===== config.mk =====
export PLATFORM = sky130hd
export DESIGN_NAME = fetch_ctrl_flat
export DESIGN_NICKNAME = d
export VERILOG_FILES = /design/src/rtl/fetch_ctrl_if.sv /design/src/rtl/fetch_ctrl.sv /design/src/flat_wrapper.sv
export SDC_FILE = /design/constraint.sdc
export NUM_CORES = 1
export LEC_CHECK = 0
export ABC_AREA = 1
export ABC_CLOCK_PERIOD_IN_PS = 9300
export CAP_MARGIN = 20
export CELL_PAD_IN_SITES_DETAIL_PLACEMENT = 1
export CELL_PAD_IN_SITES_GLOBAL_PLACEMENT = 1
export CORE_MARGIN = 5
export CORE_UTILIZATION = 36
export CTS_CLUSTER_SIZE = 10
export DETAILED_ROUTE_END_ITERATION = 6
export GPL_TIMING_DRIVEN = 0
export PLACE_DENSITY = 0.68
export SYNTH_ARGS = -nofsm -noshare
export SYNTH_HDL_FRONTEND = slang
export SYNTH_SLANG_ARGS = --single-unit
export TNS_END_PERCENT = 100

===== constraint.sdc =====
create_clock -name clk -period 9.3 [get_ports clk]
set_input_delay 2.79 -clock clk [delete_from_list [all_inputs] [get_ports clk]]
set_output_delay 2.79 -clock clk [all_outputs]
set_load 0.03 [all_outputs]

===== src/rtl/fetch_ctrl_if.sv =====
// Fetch-stage bus (PC load, ROM return) and decode valid/ready handshake for fetch_ctrl.
interface fetch_ctrl_if;
  logic [31:0] pc_nxt;
  logic        pc_write;
  logic [31:0] instr_in;
  logic [31:0] pc_current;
  logic        if_valid;
  logic        if_ready;
  logic [31:0] if_instr;
  logic [31:0] if_pc;

  modport master (
    output pc_nxt, pc_write, if_valid, if_instr, if_pc,
    input  instr_in, pc_current, if_ready
  );

  modport slave (
    input  pc_nxt, pc_write, if_valid, if_instr, if_pc,
    output instr_in, pc_current, if_ready
  );
endinterface


===== src/rtl/fetch_ctrl.sv =====
// Fetch sequencing controller: PC issue, 2-cycle ROM pipe tracking, instruction FIFO to decode.
// Optional misaligned-redirect trap enabled by defining FETCH_CTRL_MISALIGN_CHK_EN.
module fetch_ctrl #(
  parameter logic [31:0] RESET_PC  = 32'h0000_0000,
  parameter int          BUF_DEPTH = 4
) (
  input  logic         clk,
  input  logic         rst,
  fetch_ctrl_if.master bus,
  input  logic         redirect_valid,
  input  logic [31:0]  redirect_pc,
  input  logic         halt_req,
  output logic         halted
`ifdef FETCH_CTRL_MISALIGN_CHK_EN
  ,
  output logic         fetch_fault,
  output logic [31:0]  fault_pc
`endif
);

  localparam int PTR_W = $clog2(BUF_DEPTH);
  localparam int CNT_W = $clog2(BUF_DEPTH + 1) + 1;

  typedef enum logic [1:0] {BOOT, RUN, HALT, FAULT} state_t;

  state_t           state_q, state_d;
  logic [31:0]      next_pc_q, next_pc_d;
  logic             v0_q, v1_q;
  logic [PTR_W-1:0] rd_ptr_q, wr_ptr_q;
  logic [CNT_W-1:0] count_q, count_d;
  logic [31:0]      instr_mem [BUF_DEPTH];
  logic [31:0]      pc_mem    [BUF_DEPTH];

  logic [31:0]      rpc;
  logic             misalign;
  logic             issue;
  logic [31:0]      issue_pc;
  logic             credit;
  logic             push, pop, flush;
  logic [CNT_W-1:0] inflight;

  function automatic logic [PTR_W-1:0] next_ptr(input logic [PTR_W-1:0] p);
    return (p == PTR_W'(BUF_DEPTH - 1)) ? '0 : p + PTR_W'(1);
  endfunction

`ifdef FETCH_CTRL_MISALIGN_CHK_EN
  assign rpc      = redirect_pc;
  assign misalign = redirect_valid && (redirect_pc[1:0] != 2'b00);
`else
  assign rpc      = redirect_pc & 32'hFFFF_FFFC;
  assign misalign = 1'b0;
`endif

  // Credit counts responses still in the ROM pipe so a full FIFO is never overrun.
  assign inflight = CNT_W'(v0_q) + CNT_W'(v1_q);
  assign credit   = (count_q + inflight) < CNT_W'(BUF_DEPTH);
  assign flush    = redirect_valid;
  assign pop      = bus.if_valid && bus.if_ready;
  assign push     = v1_q && !flush;

  always_comb begin
    state_d   = state_q;
    next_pc_d = next_pc_q;
    issue     = 1'b0;
    issue_pc  = next_pc_q;
    if (redirect_valid) begin
      if (misalign) begin
        state_d = FAULT;
      end else if (halt_req) begin
        next_pc_d = rpc;
        state_d   = HALT;
      end else if (state_q == HALT) begin
        next_pc_d = rpc;
        state_d   = RUN;
      end else begin
        // Flushed buffer means the redirect target may issue without credit.
        issue     = 1'b1;
        issue_pc  = rpc;
        next_pc_d = rpc + 32'd4;
        state_d   = RUN;
      end
    end else begin
      case (state_q)
        BOOT: begin
          issue     = 1'b1;
          issue_pc  = RESET_PC;
          next_pc_d = RESET_PC + 32'd4;
          state_d   = RUN;
        end
        RUN: begin
          if (halt_req) begin
            state_d = HALT;
          end else if (credit) begin
            issue     = 1'b1;
            next_pc_d = next_pc_q + 32'd4;
          end
        end
        HALT: begin
          if (!halt_req) state_d = RUN;
        end
        default: ;
      endcase
    end
  end

  always_comb begin
    case ({push, pop})
      2'b10:   count_d = count_q + CNT_W'(1);
      2'b01:   count_d = count_q - CNT_W'(1);
      default: count_d = count_q;
    endcase
  end

  // rst gates pc_write so the BOOT issue only appears once reset is released.
  assign bus.pc_write = rst && issue;
  assign bus.pc_nxt   = rst ? issue_pc : RESET_PC;
  assign bus.if_valid = (count_q != '0);
  assign bus.if_instr = bus.if_valid ? instr_mem[rd_ptr_q] : 32'h0;
  assign bus.if_pc    = bus.if_valid ? pc_mem[rd_ptr_q] : 32'h0;
  assign halted       = (state_q == HALT) && !v0_q && !v1_q;

  always_ff @(posedge clk or negedge rst) begin
    if (!rst) begin
      state_q   <= BOOT;
      next_pc_q <= RESET_PC;
      v0_q      <= 1'b0;
      v1_q      <= 1'b0;
      rd_ptr_q  <= '0;
      wr_ptr_q  <= '0;
      count_q   <= '0;
    end else begin
      state_q   <= state_d;
      next_pc_q <= next_pc_d;
      v0_q      <= issue;
      v1_q      <= v0_q && !flush;
      if (flush) begin
        rd_ptr_q <= '0;
        wr_ptr_q <= '0;
        count_q  <= '0;
      end else begin
        if (push) wr_ptr_q <= next_ptr(wr_ptr_q);
        if (pop)  rd_ptr_q <= next_ptr(rd_ptr_q);
        count_q <= count_d;
      end
    end
  end

  always_ff @(posedge clk) begin
    if (push) begin
      instr_mem[wr_ptr_q] <= bus.instr_in;
      pc_mem[wr_ptr_q]    <= bus.pc_current;
    end
  end

`ifdef FETCH_CTRL_MISALIGN_CHK_EN
  always_ff @(posedge clk or negedge rst) begin
    if (!rst) begin
      fetch_fault <= 1'b0;
      fault_pc    <= 32'h0;
    end else if (redirect_valid) begin
      fetch_fault <= misalign;
      if (misalign) fault_pc <= redirect_pc;
    end
  end
`endif

endmodule


===== src/flat_wrapper.sv =====
// flat-port wrapper written by rule: the top's interface ports become plain ports
module fetch_ctrl_flat 
#(
  parameter logic [31:0] RESET_PC  = 32'h0000_0000,
  parameter int          BUF_DEPTH = 4
)
  (clk, rst, redirect_valid, redirect_pc, halt_req, halted, bus_pc_nxt, bus_pc_write, bus_if_valid, bus_if_instr, bus_if_pc, bus_instr_in, bus_pc_current, bus_if_ready);
  fetch_ctrl_if bus_i ();
  input  logic clk;
  input  logic rst;
  input  logic redirect_valid;
  input  logic [31:0] redirect_pc;
  input  logic halt_req;
  output logic halted;
  output wire logic [$bits(bus_i.pc_nxt)-1:0] bus_pc_nxt;
  output wire logic [$bits(bus_i.pc_write)-1:0] bus_pc_write;
  output wire logic [$bits(bus_i.if_valid)-1:0] bus_if_valid;
  output wire logic [$bits(bus_i.if_instr)-1:0] bus_if_instr;
  output wire logic [$bits(bus_i.if_pc)-1:0] bus_if_pc;
  input wire logic [$bits(bus_i.instr_in)-1:0] bus_instr_in;
  input wire logic [$bits(bus_i.pc_current)-1:0] bus_pc_current;
  input wire logic [$bits(bus_i.if_ready)-1:0] bus_if_ready;
  assign bus_pc_nxt = bus_i.pc_nxt;
  assign bus_pc_write = bus_i.pc_write;
  assign bus_if_valid = bus_i.if_valid;
  assign bus_if_instr = bus_i.if_instr;
  assign bus_if_pc = bus_i.if_pc;
  assign bus_i.instr_in = bus_instr_in;
  assign bus_i.pc_current = bus_pc_current;
  assign bus_i.if_ready = bus_if_ready;
  fetch_ctrl #(.RESET_PC(RESET_PC), .BUF_DEPTH(BUF_DEPTH)) u_core (.clk(clk), .rst(rst), .bus(bus_i), .redirect_valid(redirect_valid), .redirect_pc(redirect_pc), .halt_req(halt_req), .halted(halted));
endmodule

## Word level (Yosys, flattened, before mapping)

Memories as Yosys holds them, arrays and structs flattened.
Cells that the tools add are included.

- Bits in registers: 44
- Latch bits: 0
- Bits in writable memories: 256
- Bits in read-only memories: 0
- Memories kept: 2

- $add $sub $neg: 8
- Multipliers: 0
- Div/mod/pow operators: 0
- Order comparisons: 1
- Equality and inequality tests: 10
- Shift-type cells: 0
- Muxes and demuxes: 34
- Bitwise gates (word level): 0
- Reductions and logical operators: 18

Memory list:

| memory | words | width | read ports | clocked after memory_dff | write ports | RTL line | source |
|---|---|---|---|---|---|---|---|
| u_core.instr_mem | 4 | 32 | 1 | 0 | 1 | fetch_ctrl.sv:31 | `logic [31:0] instr_mem [BUF_DEPTH];` |
| u_core.pc_mem | 4 | 32 | 1 | 0 | 1 | fetch_ctrl.sv:32 | `logic [31:0] pc_mem [BUF_DEPTH];` |

Operators with widths:

| kind | count |
|---|---|
| $mux W32 | 12 |
| $add A32 B3 Y32 const B | 2 |
| $pmux W32 S2 | 1 |
| $mux W2 | 10 |
| $ne A3 B3 Y1 const B | 3 |
| $eq A2 B2 Y1 const B | 4 |
| $pmux W4 S2 | 1 |
| $reduce_bool A4 Y1 | 2 |
| $mux W1 | 7 |
| $logic_and A1 B1 Y1 | 6 |
| $pmux W2 S3 | 1 |
| $reduce_and A3 Y1 | 2 |
| $reduce_bool A3 Y1 | 2 |
| $add A2 B1 Y2 const B | 2 |
| $add A4 B1 Y4 const B | 1 |
| $add A4 B4 Y4 | 1 |
| $eq A2 B1 Y1 const B | 2 |
| $lt A4 B3 Y1 const B | 1 |
| $mux W4 | 1 |
| $reduce_bool A2 Y1 | 2 |
| $sub A4 B1 Y4 const B | 1 |
| $logic_not A1 Y1 | 3 |
| $ne A3 B2 Y1 const B | 1 |
| $add A1 B1 Y2 | 1 |
| other kinds (2) | 2 |

## Longest topological paths before layout

- Depth in word-level cells: 8
- Gate-level depth with buffers: 13
- Depth with buffers taken out: 13

## Least setup slack after synthesis

Ideal clock, no wire load.

- Path type: input-to-output
- Start: input port redirect_valid
- End: output port bus_pc_nxt[15]
- Data arrival time: 3979 ps
- Slack: 2531 ps
- Stages on the path: 8
- Buffers on the path: 2
- Cell sequence: buf_6 > inv_8 > nor2_1 > inv_1 > nand2_1 > buf_2 > nand2_1 > a21oi_1

- Word-level cells in the longest chain between the ends: 2

RTL lines:

| element | RTL line | source |
|---|---|---|
| start, declared | flat_wrapper.sv:11 | `input logic redirect_valid;` |
| $mux W32 | fetch_ctrl.sv:66 | `if (redirect_valid) begin` |
| $mux W32 | fetch_ctrl.sv:116 | `assign bus.pc_nxt = rst ? issue_pc : RESET_PC;` |
| end, declared | flat_wrapper.sv:15 | `output wire logic [$bits(bus_i.pc_nxt)-1:0] bus_pc_nxt;` |

No other way between the ends.

## Final worst setup path

- Start: input port halt_req
- End: output port bus_pc_nxt[20]

- Word-level cells in the longest chain between the ends: 3

RTL lines:

| element | RTL line | source |
|---|---|---|
| start, declared | flat_wrapper.sv:13 | `input logic halt_req;` |
| $mux W32 | fetch_ctrl.sv:69 | `end else if (halt_req) begin` |
| $mux W32 | fetch_ctrl.sv:66 |  |
| $mux W32 | fetch_ctrl.sv:116 |  |

No other way between the ends.

==> flow_summary.yaml <==
logic_synthesis:
  post_synth.cell_area_avg_um2: 9.30
  synth_seq_area_share: 0.601
  ys.warnings.count: 0
  synth.lib_cells_used.distinct: 45
  syn_area_um2: 14500
  synth_cells: 1562
  synth-seq-cells: 298
clock_network:
  ctsHoldBuffers: 0
  source_to_sink_clock_delay_at_the_later_pin_of_the_worst_skew_pair_ns: 0.52
  ctsHtreeMaxLevel: 2
  deepest_clock_path_buffer_count: 3
  cts_num_sinks: 298
  cts_buffers: 36
  cts.clk_slew.worst_paths_ns: 0.06
  ctsResizeCount: 0
  cts_root_buf: "clkbuf_16"
  postCtsSetupBuffers: 0
  tritoncts: "built"
detailed_routing:
  drt-total-wl_um: 47400
  met2_length_um: 23000
  drc: 0
  drt.antenna.violating_nets: 0
  drt_iter0_drc: 679
  drt-wirelength-per-cell_um: 20.2
  detail_route.wirelength.met1_um: 21200
  average_vias_per_placed_instance: 5.15
  top_layer_used: "met5"
  met3_length_um: 2350
  route.vias.total: 12100
  drt_pass1_iterations: 5
grt:
  grtUsageTotal: 0.210
  grt_pass1_vias: 12600
  grt_pass1_wl_um: 73100
  grt_overflow_total: 0
  grt_antenna_before_repair: 3
  grt_start_max_net_pins: 36
placement:
  placedInstanceArea_um2: 17400
  gp_congestion: 0.838
  dp.final_hpwl_um: 34400
  place.port_buffers: 194
floorplan:
  die_area_um2: 44500
  dieHeight_um: 211
  core_area_um2: 39800
  ioPinCount: 200
  total_number_of_placement_rows: 73
  start_util: 0.365
  die_x_um: 211
cells_and_area:
  number_of_nets_in_the_final_layout: 1922
  nFillCells: 4589
  areaGrowthSynthToFinish_pct: 26.7
  drive_gt1_frac: 0.0874
  finish.instance_area_um2: 18400
sta:
  final.period_utilization: 0.866
  final-setup-viol-count: 0
  finalWorstPathRequiredPeriod_ns: 8.05
  setup_repair_after_global_routing_missed_its_margin: "false"
  fin_skew_ns: 0.0176
  tightest_slew_ns: 0.710
  max_freq_ghz: 0.124
  relSlewSlack: 0.526
  report.final.hold_viol_count: 0
  fin_max_slew_vios: 0
power:
  cellLeakagePower_nw: 6.83
  pwr_density_cell_nw_per_um2: 304
  power.ir.vdd_worst_uv: 218
  fin_total_pwr_w: 0.00560
hold_path:
  hold_depth: 2
  min-delay-start: "u_core.v0_q"
  hp-class: "reg2reg"
  whs_endpoint: "u_core.v1_q"
setup_path:
  reg_to_reg_critical_path_startpoint: "u_core.count_q[0]"
  crit-reg2reg-capture: "u_core.count_q[3]"
  crit_fanout: 10
  worst_setup_path_start_kind: "input pin"
  r2r.worst_path.cells: 11
  crit_required_ns: 6.51
  critical_path.endpoint_type: "output port"
  regToRegSetupSlack_ns: 7.13
  worstPathArrival_ns: 5.26
  timing.setup.critical_path_class: "in2out"
outcome:
  outcome: "complete, no violations"
run:
  drv.max_cap_violation_count: 0
==> flip-flops by register name (all words and copies together) (netlist names), 2 cells and up <==
register and flops:
u_core.count_q 4, u_core.instr_mem 128, u_core.next_pc_q 30, u_core.pc_mem 128, u_core.rd_ptr_q 2, u_core.state_q 2
u_core.wr_ptr_q 2
==> worst max path at each step <==
stage,startpoint,end,slack (ns),depth (start not counted)
after floorplan,redirect_valid,bus_pc_nxt[15],2.53,8
after global placement,rst,bus_pc_nxt[20],-0.13,5
after detailed placement,halt_req,bus_pc_nxt[20],1.26,9
after CTS,halt_req,bus_pc_nxt[20],1.26,9
after global routing,halt_req,bus_pc_nxt[20],1.13,9
final,halt_req,bus_pc_nxt[20],1.25,9
==> cells in the final DEF, fill, tap and decap left out, types with 11 or more instances in the layout <==
cell and n:
buf_1 17, nand2_1 293, edfxtp_1 256, inv_1 80
nand3_1 78, nand4_1 14, clkbuf_16 38, clkbuf_1 31
nor2_4 14, buf_2 27, ha_1 14, nor2_1 343
nor2_2 13, dfrtp_1 42, a21oi_1 110, clkdlybuf4s50_1 193
o21ai_0 145, inv_2 11
==> Yosys cell counts, drive strengths merged <==
| library cell | n | share of area |
|---|---|---|
| nand3 | 84 | 0.031 |
| ha | 14 | 0.012 |
| clkbuf | 22 | 0.0057 |
| o211ai | 2 | 0.0010 |
| o21bai | 8 | 0.0041 |
| nand2 | 303 | 0.080 |
| a31oi | 4 | 0.0028 |
| o2bb2ai | 1 | 0.00060 |
| nand4 | 14 | 0.0060 |
| buf | 52 | 0.020 |
| a21o | 7 | 0.0037 |
| clkinv | 3 | 0.00077 |
| conb | 1 | 0.00026 |
| nor3 | 5 | 0.0024 |
| inv | 93 | 0.025 |
| o21ai | 153 | 0.053 |
| fa | 1 | 0.0014 |
| o22ai | 1 | 0.00043 |
| xor2 | 2 | 0.0012 |
| dfrtp | 42 | 0.072 |
| or2 | 10 | 0.0043 |
| edfxtp | 256 | 0.53 |
| nand3b | 1 | 0.00052 |
| a211oi | 1 | 0.00052 |
| a21oi | 112 | 0.039 |
| nor2 | 370 | 0.10 |
==> kinds of logic after synthesis <==
kind of cell,count (synthesis),share of synthesized area
flip-flops,298,0.601
buffers and inverters,170,0.0510
AO/OA/AOI/OAI,289,0.105
other,1,0.000258
AND/OR/NAND/NOR,787,0.228
XOR/XNOR,2,0.00121
adder cells (fa/ha/maj),15,0.0134
==> worst max-delay path: stages <==
cell             delay (ns)
clkdlybuf4s50_1        0.51
nor2_2                 0.27
buf_4                  0.25
nand2_1                0.07
inv_1                  0.08
buf_2                  0.24
nand2_1                0.08
a21oi_1                0.24
clkdlybuf4s50_1        0.72
==> layer usage <==
layer / vias up / global-route usage
met5: - / 0
met4: 4 / 0.0443
met3: 66 / 0.0389
met2: 271 / 0.355
met1: 5989 / 0.284
li1: 5750 / -
==> report_power, final <==
part / leakage (nW) / total, W / internal, W / switching, W
clock network: 0.497 / 0.00126 / 0.000735 / 0.000522
logic: 3.49 / 0.00264 / 0.000897 / 0.00174
registers: 2.84 / 0.00170 / 0.00158 / 0.000124
==> through the flow <==
step	TNS (ns)	util	cells	setup slack [ns]	hold WS, ns
after floorplan	0	-	1563	2.53	0.484
after global placement	-1.34	0.430	2282	-0.130	0.513
after detailed placement	0	0.437	2293	1.26	0.521
after CTS	0	0.462	2345	1.26	0.540
after global routing	0	0.462	2345	1.13	0.589
final	0	0.462	2346	1.25	0.545
==> final cells by class <==
| type | count | area [um^2] | area share |
|---|---|---|---|
| tap | 525 | 657 | 0.0357 |
| inverter | 96 | 370 | 0.0201 |
| clock inverter | 5 | 33.8 | 0.00183 |
| multi-input combinational | 1095 | 5090 | 0.276 |
| sequential | 298 | 8740 | 0.475 |
| timing repair buffer | 205 | 2170 | 0.118 |
| buffer | 74 | 370 | 0.0201 |
| antenna | 1 | 2.50 | 0.000136 |
| clock buffer | 47 | 985 | 0.0535 |
(Power assumes the default switching activity.)
